**config.mk**
```make
export PLATFORM = sky130hd
export DESIGN_NAME = inst_sram_responder
export DESIGN_NICKNAME = d
export VERILOG_FILES = /design/src/rtl/sram_resp_pkg.sv /design/src/rtl/sram_req_fifo.sv /design/src/rtl/inst_sram_responder.sv
export SDC_FILE = /design/constraint.sdc
export NUM_CORES = 1
export LEC_CHECK = 0
export ABC_AREA = 1
export ABC_CLOCK_PERIOD_IN_PS = 12500
export CORE_ASPECT_RATIO = 0.8
export CORE_UTILIZATION = 30
export CTS_CLUSTER_DIAMETER = 40
export DETAILED_ROUTE_END_ITERATION = 16
export PLACE_DENSITY_LB_ADDON = 0.15
export SETUP_SLACK_MARGIN = 0.2
export SYNTH_ARGS = -nofsm -noshare
export SYNTH_HDL_FRONTEND = slang
export SYNTH_SLANG_ARGS = --single-unit
export TNS_END_PERCENT = 50
```
**constraint.sdc**
```tcl
create_clock -name clk -period 12.5 [get_ports clk]
set_input_delay 2.5 -clock clk [delete_from_list [all_inputs] [get_ports clk]]
set_output_delay 2.5 -clock clk [all_outputs]
set_load 0.01 [all_outputs]
```
**src/rtl/sram_resp_pkg.sv**
```systemverilog
// Shared types and limits for the SRAM-like instruction/data responder.
package sram_resp_pkg;

  localparam int DEPTH_MAX   = 4;
  localparam int LATENCY_MAX = 15;
  localparam int LAT_W       = 4;
  localparam int CNT_W       = 3;

  typedef enum logic [1:0] {
    ST_IDLE   = 2'd0,
    ST_WAIT   = 2'd1,
    ST_ACCESS = 2'd2,
    ST_RESP   = 2'd3
  } state_t;

  typedef struct packed {
    logic        wr;
    logic [1:0]  size;
    logic [3:0]  wstrb;
    logic [31:0] addr;
    logic [31:0] wdata;
  } req_entry_t;

  localparam int ENTRY_W = $bits(req_entry_t);

endpackage

```
**src/rtl/sram_req_fifo.sv**
```systemverilog
// Small synchronous FIFO holding accepted requests; head is the oldest entry.
module sram_req_fifo #(
  parameter int WIDTH = 8,
  parameter int DEPTH = 2
) (
  input  logic                         clk,
  input  logic                         reset,
  input  logic                         push,
  input  logic [WIDTH-1:0]             din,
  input  logic                         pop,
  output logic [WIDTH-1:0]             head,
  output logic                         full,
  output logic                         empty,
  output logic [$clog2(DEPTH+1)-1:0]   count
);

  localparam int PW = (DEPTH > 1) ? $clog2(DEPTH) : 1;
  localparam int CW = $clog2(DEPTH + 1);

  logic [WIDTH-1:0] mem [2**PW];
  logic [PW-1:0]    wr_ptr;
  logic [PW-1:0]    rd_ptr;
  logic             do_push;
  logic             do_pop;

  function automatic logic [PW-1:0] bump(input logic [PW-1:0] p);
    return (p == PW'(DEPTH - 1)) ? '0 : p + 1'b1;
  endfunction

  assign full    = (count == CW'(DEPTH));
  assign empty   = (count == '0);
  assign do_push = push && !full;
  assign do_pop  = pop && !empty;
  assign head    = mem[rd_ptr];

  always_ff @(posedge clk or posedge reset) begin
    if (reset) begin
      wr_ptr <= '0;
      rd_ptr <= '0;
      count  <= '0;
    end else begin
      if (do_push) wr_ptr <= bump(wr_ptr);
      if (do_pop)  rd_ptr <= bump(rd_ptr);
      case ({do_push, do_pop})
        2'b10:   count <= count + 1'b1;
        2'b01:   count <= count - 1'b1;
        default: count <= count;
      endcase
    end
  end

  // Storage needs no reset: only entries counted by count are ever read.
  always_ff @(posedge clk) begin
    if (do_push) mem[wr_ptr] <= din;
  end

endmodule

```
**src/rtl/inst_sram_responder.sv**
```systemverilog
// Responder end of the req/addr_ok/data_ok interface: queues requests and
// services them in order against a synchronous RAM with programmable latency.
module inst_sram_responder
  import sram_resp_pkg::*;
#(
  parameter int DEPTH   = 2,
  parameter int LATENCY = 1
) (
  input  logic              clk,
  input  logic              reset,
  input  logic              sram_req,
  input  logic              sram_wr,
  input  logic [1:0]        sram_size,
  input  logic [3:0]        sram_wstrb,
  input  logic [31:0]       sram_addr,
  input  logic [31:0]       sram_wdata,
  output logic              sram_addr_ok,
  output logic              sram_data_ok,
  output logic [31:0]       sram_rdata,
  output logic              ram_en,
  output logic [3:0]        ram_we,
  output logic [29:0]       ram_addr,
  output logic [31:0]       ram_wdata,
  input  logic [31:0]       ram_rdata,
  output state_t            dbg_state,
  output logic [CNT_W-1:0]  dbg_count
);

  localparam int FCW = $clog2(DEPTH + 1);
  localparam logic [LAT_W-1:0] LAT_INIT = (LATENCY == 0) ? '0 : LAT_W'(LATENCY - 1);
  localparam state_t START_ST = (LATENCY == 0) ? ST_ACCESS : ST_WAIT;

  state_t           state_q, state_d;
  logic [LAT_W-1:0] cnt_q, cnt_d;
  req_entry_t       head;
  req_entry_t       push_entry;
  logic             full, empty, push, pop;
  logic [FCW-1:0]   count;
  logic             unused_bits;

  // Acceptance looks only at the registered fill level, never at req or pop.
  assign sram_addr_ok = !reset && !full;
  assign push         = sram_req && sram_addr_ok;
  assign push_entry   = '{wr: sram_wr, size: sram_size, wstrb: sram_wstrb,
                          addr: sram_addr, wdata: sram_wdata};
  assign unused_bits  = ^{head.size, head.addr[1:0]};

  sram_req_fifo #(
    .WIDTH (ENTRY_W),
    .DEPTH (DEPTH)
  ) u_fifo (
    .clk   (clk),
    .reset (reset),
    .push  (push),
    .din   (push_entry),
    .pop   (pop),
    .head  (head),
    .full  (full),
    .empty (empty),
    .count (count)
  );

  always_ff @(posedge clk or posedge reset) begin
    if (reset) begin
      state_q <= ST_IDLE;
      cnt_q   <= '0;
    end else begin
      state_q <= state_d;
      cnt_q   <= cnt_d;
    end
  end

  always_comb begin
    state_d      = state_q;
    cnt_d        = cnt_q;
    pop          = 1'b0;
    ram_en       = 1'b0;
    ram_we       = '0;
    ram_addr     = '0;
    ram_wdata    = '0;
    sram_data_ok = 1'b0;
    sram_rdata   = '0;
    case (state_q)
      ST_IDLE: begin
        if (!empty) begin
          state_d = START_ST;
          cnt_d   = LAT_INIT;
        end
      end
      ST_WAIT: begin
        if (cnt_q == '0) state_d = ST_ACCESS;
        else             cnt_d   = cnt_q - 1'b1;
      end
      ST_ACCESS: begin
        ram_en    = 1'b1;
        ram_we    = head.wr ? head.wstrb : 4'b0000;
        ram_addr  = head.addr[31:2];
        ram_wdata = head.wdata;
        state_d   = ST_RESP;
      end
      ST_RESP: begin
        sram_data_ok = 1'b1;
        sram_rdata   = head.wr ? 32'h0 : ram_rdata;
        pop          = 1'b1;
        // Only entries already registered count; a same-cycle push waits in IDLE.
        if (count > FCW'(1)) begin
          state_d = START_ST;
          cnt_d   = LAT_INIT;
        end else begin
          state_d = ST_IDLE;
        end
      end
      default: state_d = ST_IDLE;
    endcase
  end

  assign dbg_state = state_q;
  assign dbg_count = CNT_W'(count);

endmodule

```
# == After elaboration in Yosys (flattened, before gate mapping) ==
# Memory sizes are Yosys's and may differ from the RTL's.
# Index checks and enable logic that the tools add are counted.
# word_totals
mem_bits_rw,142
elab_cells,57
out_inout_bits,106
regBits,10
mem_count,1
# memory_table
name,words,width,read_ports,rd_clocked_by_memory_dff,write_ports,line_no,rtl
u_fifo.mem,2,71,1,0,1,sram_req_fifo.sv:20,logic [WIDTH-1:0] mem [2**PW];
# classes
order_cmp,1
add_sub_neg,5
n_mux,21
reduce_logical,14
n_eq_ne,10
# op_table
cell,n
$mux 32,3
$mux 30,1
$mux 4,5
$pmux 4 s3,1
$eq 2x2->1 const B,4
$ne 2x2->1 const B,4
$pmux 2 s4,1
$mux 1,7
$eq 2x1->1 const B,2
$logic_and 1x1->1,4
$logic_not 2->1,2
$logic_not 4->1,1
$mux 2,2
$pmux 2 s2,1
$reduce_and 4->1,1
$sub 4x1->4 const B,1
$logic_not 1->1,3
$reduce_bool 3->1,1
$add 1x1->1 const B,2
$add 2x1->2 const B,1
$gt 2x1->1 const B,1
$reduce_and 2->1,1
$reduce_bool 2->1,1
$sub 2x1->2 const B,1

# == Longest topological paths before layout ==
# Gate-level depths: netlist of the first run.
# logic_depth
ltp_word,7
ltp_mapped,9

# == By module ==
# A second synthesis of the first run with hierarchy kept.
# hier_totals
hier_cells,670
area_unflattened_um2,7490.9
# modules_own_cells
mod,area_per_inst_um2,cells_per_inst,instances
sram_req_fifo,6214.7,404,1
inst_sram_responder,1276.2,266,1

# == Worst setup path before layout of the first run ==
# OpenSTA, ideal clock, no wires.
# synth_timing
path_kind,input -> register
start,input reset
end,"memory u_fifo.mem[0][0] (netlist bit), enable pin"
path_slack_ns,6.329
setup_time_ns,0.493
path_stages,3
t_arrival_ns,5.678
path_cell_list,nor2_1 -> nand2_1 -> nor2_1
# synth_via
elab_chain_len,6
# synth_lines
element,line_no,rtl
from (decl),inst_sram_responder.sv:10,"input logic reset,"
$logic_not 1->1 (no line),n/a,
$logic_and 1x1->1,inst_sram_responder.sv:42,assign sram_addr_ok = !reset && !full;
$logic_and 1x1->1,inst_sram_responder.sv:43,assign push = sram_req && sram_addr_ok;
$logic_and 1x1->1,sram_req_fifo.sv:32,assign do_push = push && !full;
$mux 1,sram_req_fifo.sv:54,if (do_push) mem[wr_ptr] <= din;
$mux 1 (not written as such),sram_req_fifo.sv:54,
to (decl),sram_req_fifo.sv:20,
# Every way passes these cells.

# == Final worst setup path of the first run ==
# layout_timing
start,input reset
end,output sram_addr_ok
# layout_via
elab_chain_len,2
# layout_lines
element,line_no,rtl
$logic_not 1->1 (no line),n/a,
$logic_and 1x1->1,inst_sram_responder.sv:42,
to (decl),inst_sram_responder.sv:17,"output logic sram_addr_ok,"
# Every way passes these cells.

==> results of run 1 <==
## stage by stage
stage | utilization (%) | cells | total power, µW | setup slack (ns) | hold slack, ns
detailed placement | 43.0 | 953 | 1350 | 6.20 | 0.490
global route | 46.3 | 985 | 1980 | 6.18 | 0.533
finish | 46.3 | 985 | 1860 | 6.24 | 0.494
CTS | 46.3 | 985 | 1890 | 6.19 | 0.504
global placement | 43.0 | 953 | 1340 | 6.25 | 0.471
floorplan | - | 509 | 992 | 6.33 | 0.453
## how the worst max path moves through the flow
stage | slack [ns] | end | from
floorplan | 6.33 | u_fifo.mem[0][0] | reset
global placement | 6.25 | sram_rdata[0] | ram_rdata[0]
detailed placement | 6.20 | sram_addr_ok | reset
CTS | 6.19 | sram_addr_ok | reset
global route | 6.18 | sram_addr_ok | reset
finish | 6.24 | sram_addr_ok | reset
## power breakdown
group / internal (µW) / total (µW) / switching [µW]
sequential: 606 / 633 / 27.1
clock: 334 / 529 / 196
combinational: 305 / 700 / 394
total: 1240 / 1860 / 617
## final cells by class
type / instances / area share [%]
clock buffer: 18 / 4.86
clock inverter: 14 / 2.14
inverter: 46 / 1.95
multi-input combinational: 294 / 15.2
sequential: 144 / 48.4
tap: 258 / 3.65
timing repair buffer: 211 / 23.8
## cells by family after synthesis
family / after synthesis
other: 1
buffers and inverters: 71
xor gates and xnor gates: 5
adders and majority gates: 10
DFF: 144
and+or+nand+nor: 206
AOI/OAI and AO/OA: 72
## placed cells by master (no fill, tap or decap), types with 5 or more instances in the layout
master,Yosys,final
clkdlybuf4s50_1,0,206
edfxtp_1,134,134
inv_1,45,45
nor2_1,163,161
a21oi_1,5,5
clkbuf_16,0,17
nand2_1,35,35
o21ai_0,65,65
buf_4,2,5
dfrtp_1,10,9
ha_1,10,9
## state kept, by name, summed over array words and instances (netlist names)
| name | cells |
|---|---|
| u_fifo.mem | 134 |
| cnt_q | 4 |
| dbg_state | 2 |
| u_fifo.count | 2 |
| u_fifo.rd_ptr | 1 |
| u_fifo.wr_ptr | 1 |
## worst reg2reg max path, cell delays in order (launching register included)
cell     delay, ns
dfrtp_1       0.43
inv_1         0.09
ha_1          0.25
nor2_1        0.18
nand2_1       0.28
nor2_4        0.70
buf_4         0.64
## routing by layer
layer / vias up / share of wire [%] / global-route usage (%)
li1: 2114 / - / -
met1: 2044 / 41 / 17.1
met2: 173 / 49 / 27.3
met3: 12 / 9.5 / 6.65
met4: 2 / 0.78 / 4.24
met5: - / 0.085 / 0
==> impl_metrics.env, run 1 <==
export IMPL_status="complete, no violations"
export IMPL_setup_viol=0
export IMPL_cts_buffer_depth=2
export IMPL_multi_input_area_um2=1350
export IMPL_hold_depth=2
export IMPL_min_to="cnt_q[0]"
export IMPL_area_growth_pct=50.2
export IMPL_syn_area_um2=5880
export IMPL_grt_max_degree=70
export IMPL_crit_path_start_kind="input port"
export IMPL_hold_buffers=0
export IMPL_hold_viol_final=0
export IMPL_cp_num_cells=3
export IMPL_synth_largest_area_cell="edfxtp_1"
export IMPL_wirelength_um=15300
export IMPL_yosys_cell_types_count=23
export IMPL_io_buffer_count=206
export IMPL_yosys_area_share_simple_pct=13.4
export IMPL_synthXorXnorAreaFrac_pct=0.744
export IMPL_synth_compound_area_share_pct=6.23
export IMPL_vias=4345
export IMPL_r2r_start="u_fifo.count[0]"
export IMPL_reg2reg_slack_ns=9.53
export IMPL_routedWlPerCell_um=15.5
export IMPL_synth_flop_cell="edfxtp_1"
export IMPL_netlist_instances=509
export IMPL_grt_use_total_pct=15.6
export IMPL_r2r_end="u_fifo.mem[0][41]"
export IMPL_p_leak_uw=0.00330
export IMPL_cts_sinks=144
export IMPL_synth_most_common_cell="nor2_1"
export IMPL_ys_top_cells_by_area="edfxtp_1, nor2_1, o21ai_0"
export IMPL_tns_ns=0
export IMPL_firstDrtPassIters=4
export IMPL_ctsHtreeMaxLevel=4
export IMPL_fin_skew_ns=0.00732
export IMPL_register_area_um2=4280
export IMPL_root_buffer="clkbuf_16"
export IMPL_synth_common_cells="nor2_1, edfxtp_1, o21ai_0, inv_1, nand2_1"
export IMPL_die_area_um2=20200
export IMPL_drc=0
export IMPL_clk_latency_ns=0.41
export IMPL_rsz0062_at_grt="false"
export IMPL_critPathMaxFanout=2
export IMPL_fp_dieW_um=159
export IMPL_nFillCells=1692
export IMPL_path_class="in -> out"
export IMPL_syn_avg_cell_area_um2=11.6
export IMPL_path_buf_inv=2
export IMPL_path_common_cell="clkdlybuf4s50_1"
export IMPL_crit_chain="clkdlybuf4s50_1 > nor2_1 > clkdlybuf4s50_1"
export IMPL_design_area_um2=8830
export IMPL_hp_class="reg -> reg"
export IMPL_syn_nets=625
export IMPL_hpwl_um=9670
export IMPL_end_kind="primary output"
export IMPL_arrival_ns=3.76
export IMPL_period_share_pct=50.1
export IMPL_placed_cell_area_um2=8220
export IMPL_grt_pass1_vias=4387
export IMPL_antenna_found_initial=1
export IMPL_drt_iter0_drc=171
export IMPL_max_stage_delay_ns=0.56
export IMPL_antenna_left=0
export IMPL_synth_top_family_by_area="simple AND/OR/NAND/NOR gates"
export IMPL_cp_top_family="buffers and inverters"
export IMPL_routed_via_density=4.41
export IMPL_max_clock_freq_mhz=160
export IMPL_post_cts_resized=0
export IMPL_hp_start="cnt_q[0]"
export IMPL_synth_top_area_share_pct=68.4
export IMPL_coreArea_um2=19100
export IMPL_synth_edf_count=134
export IMPL_tritoncts="yes"
export IMPL_muxShareOfSynthArea_pct=0
export IMPL_worstMarginPinSlew_ns=0.972
export IMPL_slew_headroom_pct=35.2
export IMPL_post_cts_setup_buffer_count=0
export IMPL_synthArstFlopShare_pct=6.94
export IMPL_num_rows=45
export IMPL_ir_worst_vdd_uv=105
export IMPL_dieHeight_um=127
export IMPL_ys_seq_area_share_pct=72.6
export IMPL_overflow=0
export IMPL_finalMaxSlewViolations=0
export IMPL_start_util_pct=30.8
export IMPL_final_min_clock_period_ns=6.26
export IMPL_diodes=0
export IMPL_path_clk_slew_ns=0.06
export IMPL_cap_violations=0
export IMPL_cts_buffers=17
export IMPL_cpMaxStageDelayCell="clkdlybuf4s50_1"
export IMPL_synth_warnings=0
export IMPL_synth_seq_cells=144
export IMPL_synthAdderAreaFrac_pct=2.13
export IMPL_drive_above_1_share_pct=5.78
export IMPL_required_ns=10.00
export IMPL_grt_first_pass_wirelength_um=23100
export IMPL_gp_congestion=0.704
export IMPL_ioPinCount=212
export IMPL_fin_nets=830
export IMPL_reg2reg_depth=6
export IMPL_p_per_area_nw_per_um2=211
(Power assumes the default switching activity.)
==> inputs of run 2 (changes only) <==
--- a/config.mk
+++ b/config.mk
@@ -6,7 +6,7 @@
 export NUM_CORES = 1
 export LEC_CHECK = 0
 export ABC_AREA = 1
-export ABC_CLOCK_PERIOD_IN_PS = 12500
+export ABC_CLOCK_PERIOD_IN_PS = 6150
 export CORE_ASPECT_RATIO = 0.8
 export CORE_UTILIZATION = 30
 export CTS_CLUSTER_DIAMETER = 40
==> constraint.sdc (replaced) <==
create_clock -name clk -period 6.15 [get_ports clk]
set_input_delay 1.23 -clock clk [delete_from_list [all_inputs] [get_ports clk]]
set_output_delay 1.23 -clock clk [all_outputs]
set_load 0.01 [all_outputs]
==> run 2 against run 1 <==
Die area stayed put; routed wire length rose by 1.4%; sequential power increased by 100%; worst setup slack got worse by 4.4 ns; flip-flop and latch count unchanged; worst hold slack gained 0.017 ns; final cell count did not move; sequential share of layout area is 0.19 points higher; largest cell class unchanged; largest power group unchanged; highest routed layer is now met4.
==> impl_metrics.env, run 2 (same netlist as run 1, synthesis figures left out) <==
export IMPL_status="complete, no violations"
export IMPL_post_cts_resized=0
export IMPL_routed_via_density=4.44
export IMPL_p_total_uw=3730
export IMPL_start_util_pct=30.8
export IMPL_grt_use_total_pct=15.9
export IMPL_diodes=0
export IMPL_rsz0062_at_grt="false"
export IMPL_critPathMaxFanout=37
export IMPL_grt_max_degree=70
export IMPL_grt_pass1_vias=4441
export IMPL_required_ns=4.92
export IMPL_tns_ns=0
export IMPL_grt_first_pass_wirelength_um=23400
export IMPL_dp_cells=953
export IMPL_die_area_um2=20200
export IMPL_area_growth_pct=49.6
export IMPL_vias=4372
export IMPL_gp_congestion=0.737
export IMPL_path_clk_slew_ns=0.06
export IMPL_reg2reg_slack_ns=3.14
export IMPL_setup_viol=0
export IMPL_finalMaxSlewViolations=0
export IMPL_drt_iter0_drc=219
export IMPL_max_clock_freq_mhz=234
export IMPL_path_class="reg -> out"
export IMPL_num_rows=45
export IMPL_final_util_pct=46.1
export IMPL_top_register="u_fifo.mem"
export IMPL_period_share_pct=69.5
export IMPL_cts_sinks=144
export IMPL_cap_violations=0
export IMPL_layout_common_cells="clkdlybuf4s50_1, nor2_1, edfxtp_1"
export IMPL_hp_start="cnt_q[0]"
export IMPL_nFillCells=1727
export IMPL_fp_dieW_um=159
export IMPL_cp_startpoint="dbg_state[0]"
export IMPL_ctsHtreeMaxLevel=4
export IMPL_hold_depth=2
export IMPL_p_per_area_nw_per_um2=424
export IMPL_drive_above_1_share_pct=5.78
export IMPL_antenna_found_initial=0
export IMPL_p_leak_uw=0.00328
export IMPL_routedWlPerCell_um=15.7
export IMPL_antenna_left=0
export IMPL_final_common_cell="clkdlybuf4s50_1"
export IMPL_crit_path_start_kind="flop"
export IMPL_final_min_clock_period_ns=4.28
export IMPL_firstDrtPassIters=4
export IMPL_reg2reg_depth=6
export IMPL_timing_hold_ws_ns=0.511
export IMPL_hpwl_um=9930
export IMPL_cts_buffer_depth=2
export IMPL_arrival_ns=3.05
export IMPL_tritoncts="yes"
export IMPL_slew_headroom_pct=43.4
export IMPL_wirelength_um=15500
export IMPL_fin_skew_ns=0.00726
export IMPL_end_kind="primary output"
export IMPL_r2r_start="u_fifo.count[0]"
export IMPL_fin_nets=830
export IMPL_worstMarginPinSlew_ns=0.848
export IMPL_hold_buffers=0
export IMPL_post_cts_setup_buffer_count=0
export IMPL_instances_no_fill=985
export IMPL_dieHeight_um=127
export IMPL_ioPinCount=212
export IMPL_reg_top3="u_fifo.mem: 134 flops, cnt_q: 4 flops"
export IMPL_root_buffer="clkbuf_16"
export IMPL_largest_reg_flops=134
export IMPL_io_buffer_count=206
export IMPL_hp_class="reg -> reg"
export IMPL_hold_viol_final=0
export IMPL_cts_buffers=17
export IMPL_overflow=0
export IMPL_ir_worst_vdd_uv=235
export IMPL_drc=0
export IMPL_coreArea_um2=19100
export IMPL_clk_latency_ns=0.42
==> run 2: cell types whose count changed in the layout (fill, tap and decap cells not counted), sizes merged <==
cell / previous run / this run
bufinv: 4 / 2
clkbuf: 18 / 19
clkinv: 6 / 3
clkinvlp: 2 / 3
inv: 48 / 51
==> run 2: through the flow <==
step,instance area (µm²),setup slack [ns]
after floorplan,5880,1.25
after global placement,8220,2.22
after detailed placement,8220,2.20
after CTS,8800,1.79
after global routing,8800,1.57
final,8800,1.87
==> run 2: final timing paths <==
check	endpoint
setup / recovery	ram_addr[7]
hold / removal	cnt_q[0]
setup reg to reg	u_fifo.mem[0][24]
hold reg to reg	cnt_q[0]
max in group asynchronous	u_fifo.rd_ptr
min in group asynchronous	u_fifo.wr_ptr
==> run 2: critical path, cell delays in order, from the launching register on <==
cell,delay [ns]
dfrtp_1,0.45
inv_1,0.17
ha_2,0.57
buf_4,0.46
o21ai_0,0.16
nor2_1,0.21
clkdlybuf4s50_1,0.57
==> run 2: final cells by class <==
cell class / count / area [µm²] / area share, %
timing repair buffer: 211 / 2100 / 23.9
sequential: 144 / 4280 / 48.6
multi-input combinational: 294 / 1350 / 15.3
clock inverter: 13 / 151 / 1.72
tap: 258 / 323 / 3.67
inverter: 46 / 173 / 1.96
clock buffer: 19 / 433 / 4.92
==> run 2: where the power goes <==
group / switching, µW / leakage (µW) / internal, µW
Sequential: 56.0 / 0.00135 / 1230
Combinational: 804 / 0.00165 / 619
Clock: 415 / 0.000277 / 605
==> run 2: routing by layer <==
metal  part of all wire (%)  global-route usage, %  vias to the layer above
met1                     41                   17.2                     2066
met5                      0                      0                        -
met3                    8.7                   6.00                       21
met2                     48                   27.6                      177
li1                       -                      -                     2108
met4                    2.0                   7.01                        0
==> inputs of run 3 (changes only) <==
--- a/config.mk
+++ b/config.mk
@@ -6,7 +6,7 @@
 export NUM_CORES = 1
 export LEC_CHECK = 0
 export ABC_AREA = 1
-export ABC_CLOCK_PERIOD_IN_PS = 6150
+export ABC_CLOCK_PERIOD_IN_PS = 3800
 export CORE_ASPECT_RATIO = 0.8
 export CORE_UTILIZATION = 30
 export CTS_CLUSTER_DIAMETER = 40
==> constraint.sdc (replaced) <==
create_clock -name clk -period 3.8 [get_ports clk]
set_input_delay 0.76 -clock clk [delete_from_list [all_inputs] [get_ports clk]]
set_output_delay 0.76 -clock clk [all_outputs]
set_load 0.01 [all_outputs]
==> run 3 against run 2 <==
Combinational power up 65%; final cell count stayed put; sequential power is 62% higher; critical path type unchanged; critical endpoint is now ram_addr[10]; largest cell class unchanged; highest routed layer unchanged.
==> impl_metrics.env, run 3 (same netlist as run 1, synthesis figures left out) <==
export IMPL_status="complete, no violations"
export IMPL_grt_max_degree=68
export IMPL_crit_path_start_kind="flop"
export IMPL_r2r_start="u_fifo.count[0]"
export IMPL_instances_no_fill=985
export IMPL_clk_latency_ns=0.41
export IMPL_grt_use_total_pct=15.5
export IMPL_min_to="cnt_q[0]"
export IMPL_timing_hold_ws_ns=0.506
export IMPL_largest_reg_flops=134
export IMPL_cpMaxStageDelayCell="clkdlybuf4s50_1"
export IMPL_path_buf_inv=3
export IMPL_cts_buffers=17
export IMPL_pwr_share_seq_pct=34.9
export IMPL_drive_above_1_share_pct=5.78
export IMPL_p_per_area_nw_per_um2=678
export IMPL_vias=4407
export IMPL_post_cts_resized=0
export IMPL_dieHeight_um=127
export IMPL_final_min_clock_period_ns=3.32
export IMPL_start_util_pct=30.8
export IMPL_ctsHtreeMaxLevel=4
export IMPL_die_area_um2=20200
export IMPL_max_stage_delay_ns=0.57
export IMPL_end_kind="primary output"
export IMPL_r2r_end="u_fifo.mem[1][70]"
export IMPL_wirelength_um=15200
export IMPL_grt_pass1_vias=4321
export IMPL_cts_sinks=144
export IMPL_required_ns=3.04
export IMPL_layout_common_cells="clkdlybuf4s50_1, nor2_1, edfxtp_1"
export IMPL_rsz0062_at_grt="false"
export IMPL_hold_viol_final=0
export IMPL_hp_start="cnt_q[0]"
export IMPL_num_rows=45
export IMPL_arrival_ns=2.56
export IMPL_ioPinCount=212
export IMPL_gp_congestion=0.733
export IMPL_path_clk_slew_ns=0.05
export IMPL_multi_input_area_um2=1360
export IMPL_register_area_um2=4280
export IMPL_drt_iter0_drc=200
export IMPL_sw_frac_of_total_pct=33.3
export IMPL_crit_chain="inv_1 > ha_4 > buf_4 > o21ai_0 > nor2_1 > clkdlybuf4s50_1"
export IMPL_power_switching_uw=2000
export IMPL_drc=0
export IMPL_fin_nets=833
export IMPL_hold_depth=2
export IMPL_final_common_cell="clkdlybuf4s50_1"
export IMPL_pwr_share_comb_pct=39.1
export IMPL_p_total_uw=5990
export IMPL_antenna_found_initial=0
export IMPL_routed_via_density=4.47
export IMPL_fp_dieW_um=159
export IMPL_reg2reg_depth=6
export IMPL_antenna_left=0
export IMPL_top_register="u_fifo.mem"
export IMPL_power_frac_clock_pct=26.0
export IMPL_cts_buffer_depth=2
export IMPL_slew_headroom_pct=63.1
export IMPL_path_class="reg -> out"
export IMPL_period_share_pct=87.4
export IMPL_area_growth_pct=50.2
export IMPL_fin_skew_ns=0.00823
export IMPL_overflow=0
export IMPL_hold_buffers=0
export IMPL_routedWlPerCell_um=15.4
export IMPL_root_buffer="clkbuf_16"
export IMPL_ir_worst_vdd_uv=372
export IMPL_reg_top3="u_fifo.mem: 134 flops, cnt_q: 4 flops"
export IMPL_io_buffer_count=206
export IMPL_power_internal_uw=3990
export IMPL_hp_class="reg -> reg"
export IMPL_reg2reg_slack_ns=1.63
export IMPL_firstDrtPassIters=4
export IMPL_nFillCells=1717
export IMPL_p_leak_uw=0.00329
export IMPL_worstMarginPinSlew_ns=0.552
export IMPL_diodes=0
export IMPL_finalMaxSlewViolations=0
export IMPL_hpwl_um=9960
export IMPL_cp_top_family="buffers and inverters"
export IMPL_dp_cells=956
export IMPL_setup_viol=0
export IMPL_cap_violations=0
export IMPL_post_cts_setup_buffer_count=0
export IMPL_tritoncts="yes"
export IMPL_grt_first_pass_wirelength_um=23000
export IMPL_coreArea_um2=19100
export IMPL_max_clock_freq_mhz=301
export IMPL_critPathMaxFanout=23
[run 3: changes by cell type in the layout (fill, tap and decap cells not counted), sizes merged]
cell | previous run | this run
clkinv | 3 | 5
buf | 5 | 8
inv | 51 | 47
clkbuf | 19 | 18
[run 3: area by class of cell]
class | instances | area share [%]
sequential | 144 | 48.4
timing repair buffer | 214 | 24.4
multi-input combinational | 294 | 15.4
clock buffer | 18 | 4.86
tap | 258 | 3.65
inverter | 46 | 1.95
clock inverter | 11 | 1.35
[run 3: metal layers]
layer	global-route usage (%)	share of wire (%)	up-vias	routed length (µm)
met5	0	0	-	0
met4	4.13	0.49	0	74
met3	6.38	9.1	5	1390
met2	27.1	50	189	7610
met1	17.2	40	2103	6110
li1	-	-	2110	-
[run 3: tightest hold or removal path, delay by kind of cell, from the launching register on]
kind            cells  cell delay (ns)
compound gates      1             0.06
flops               1             0.36
simple gates        1             0.06
[run 3: how the worst max path moves through the flow]
| stage | start | to | depth (start not counted) |
|---|---|---|---|
| after global placement | dbg_state[0] | ram_addr[10] | 6 |
| after floorplan | reset | u_fifo.mem[0][0] | 3 |
| after detailed placement | dbg_state[0] | ram_we[3] | 6 |
| after global routing | dbg_state[0] | ram_addr[10] | 6 |
| final | dbg_state[0] | ram_addr[10] | 6 |
| after CTS | dbg_state[0] | ram_we[3] | 6 |
[run 3: metrics by stage]
step                      TNS (ns)  utilization [%]  instance area [µm²]  setup WS [ns]
after floorplan             -84.54                -                 5880         -0.631
after global placement           0             43.4                 8280          0.753
after detailed placement         0             43.4                 8280          0.697
final                            0             46.3                 8830          0.477
after global routing             0             46.3                 8830          0.239
after CTS                        0             46.2                 8820          0.239
[run 3: power groups by stage]
stage	combinational, µW	sequential (µW)	clock (µW)
2_1_floorplan	1140	2120	0
3_3_place_gp	2340	2110	0
3_5_place_dp	2370	2120	0
4_1_cts	2390	2090	1600
5_1_grt	2610	2120	1660
6_report	2340	2090	1560
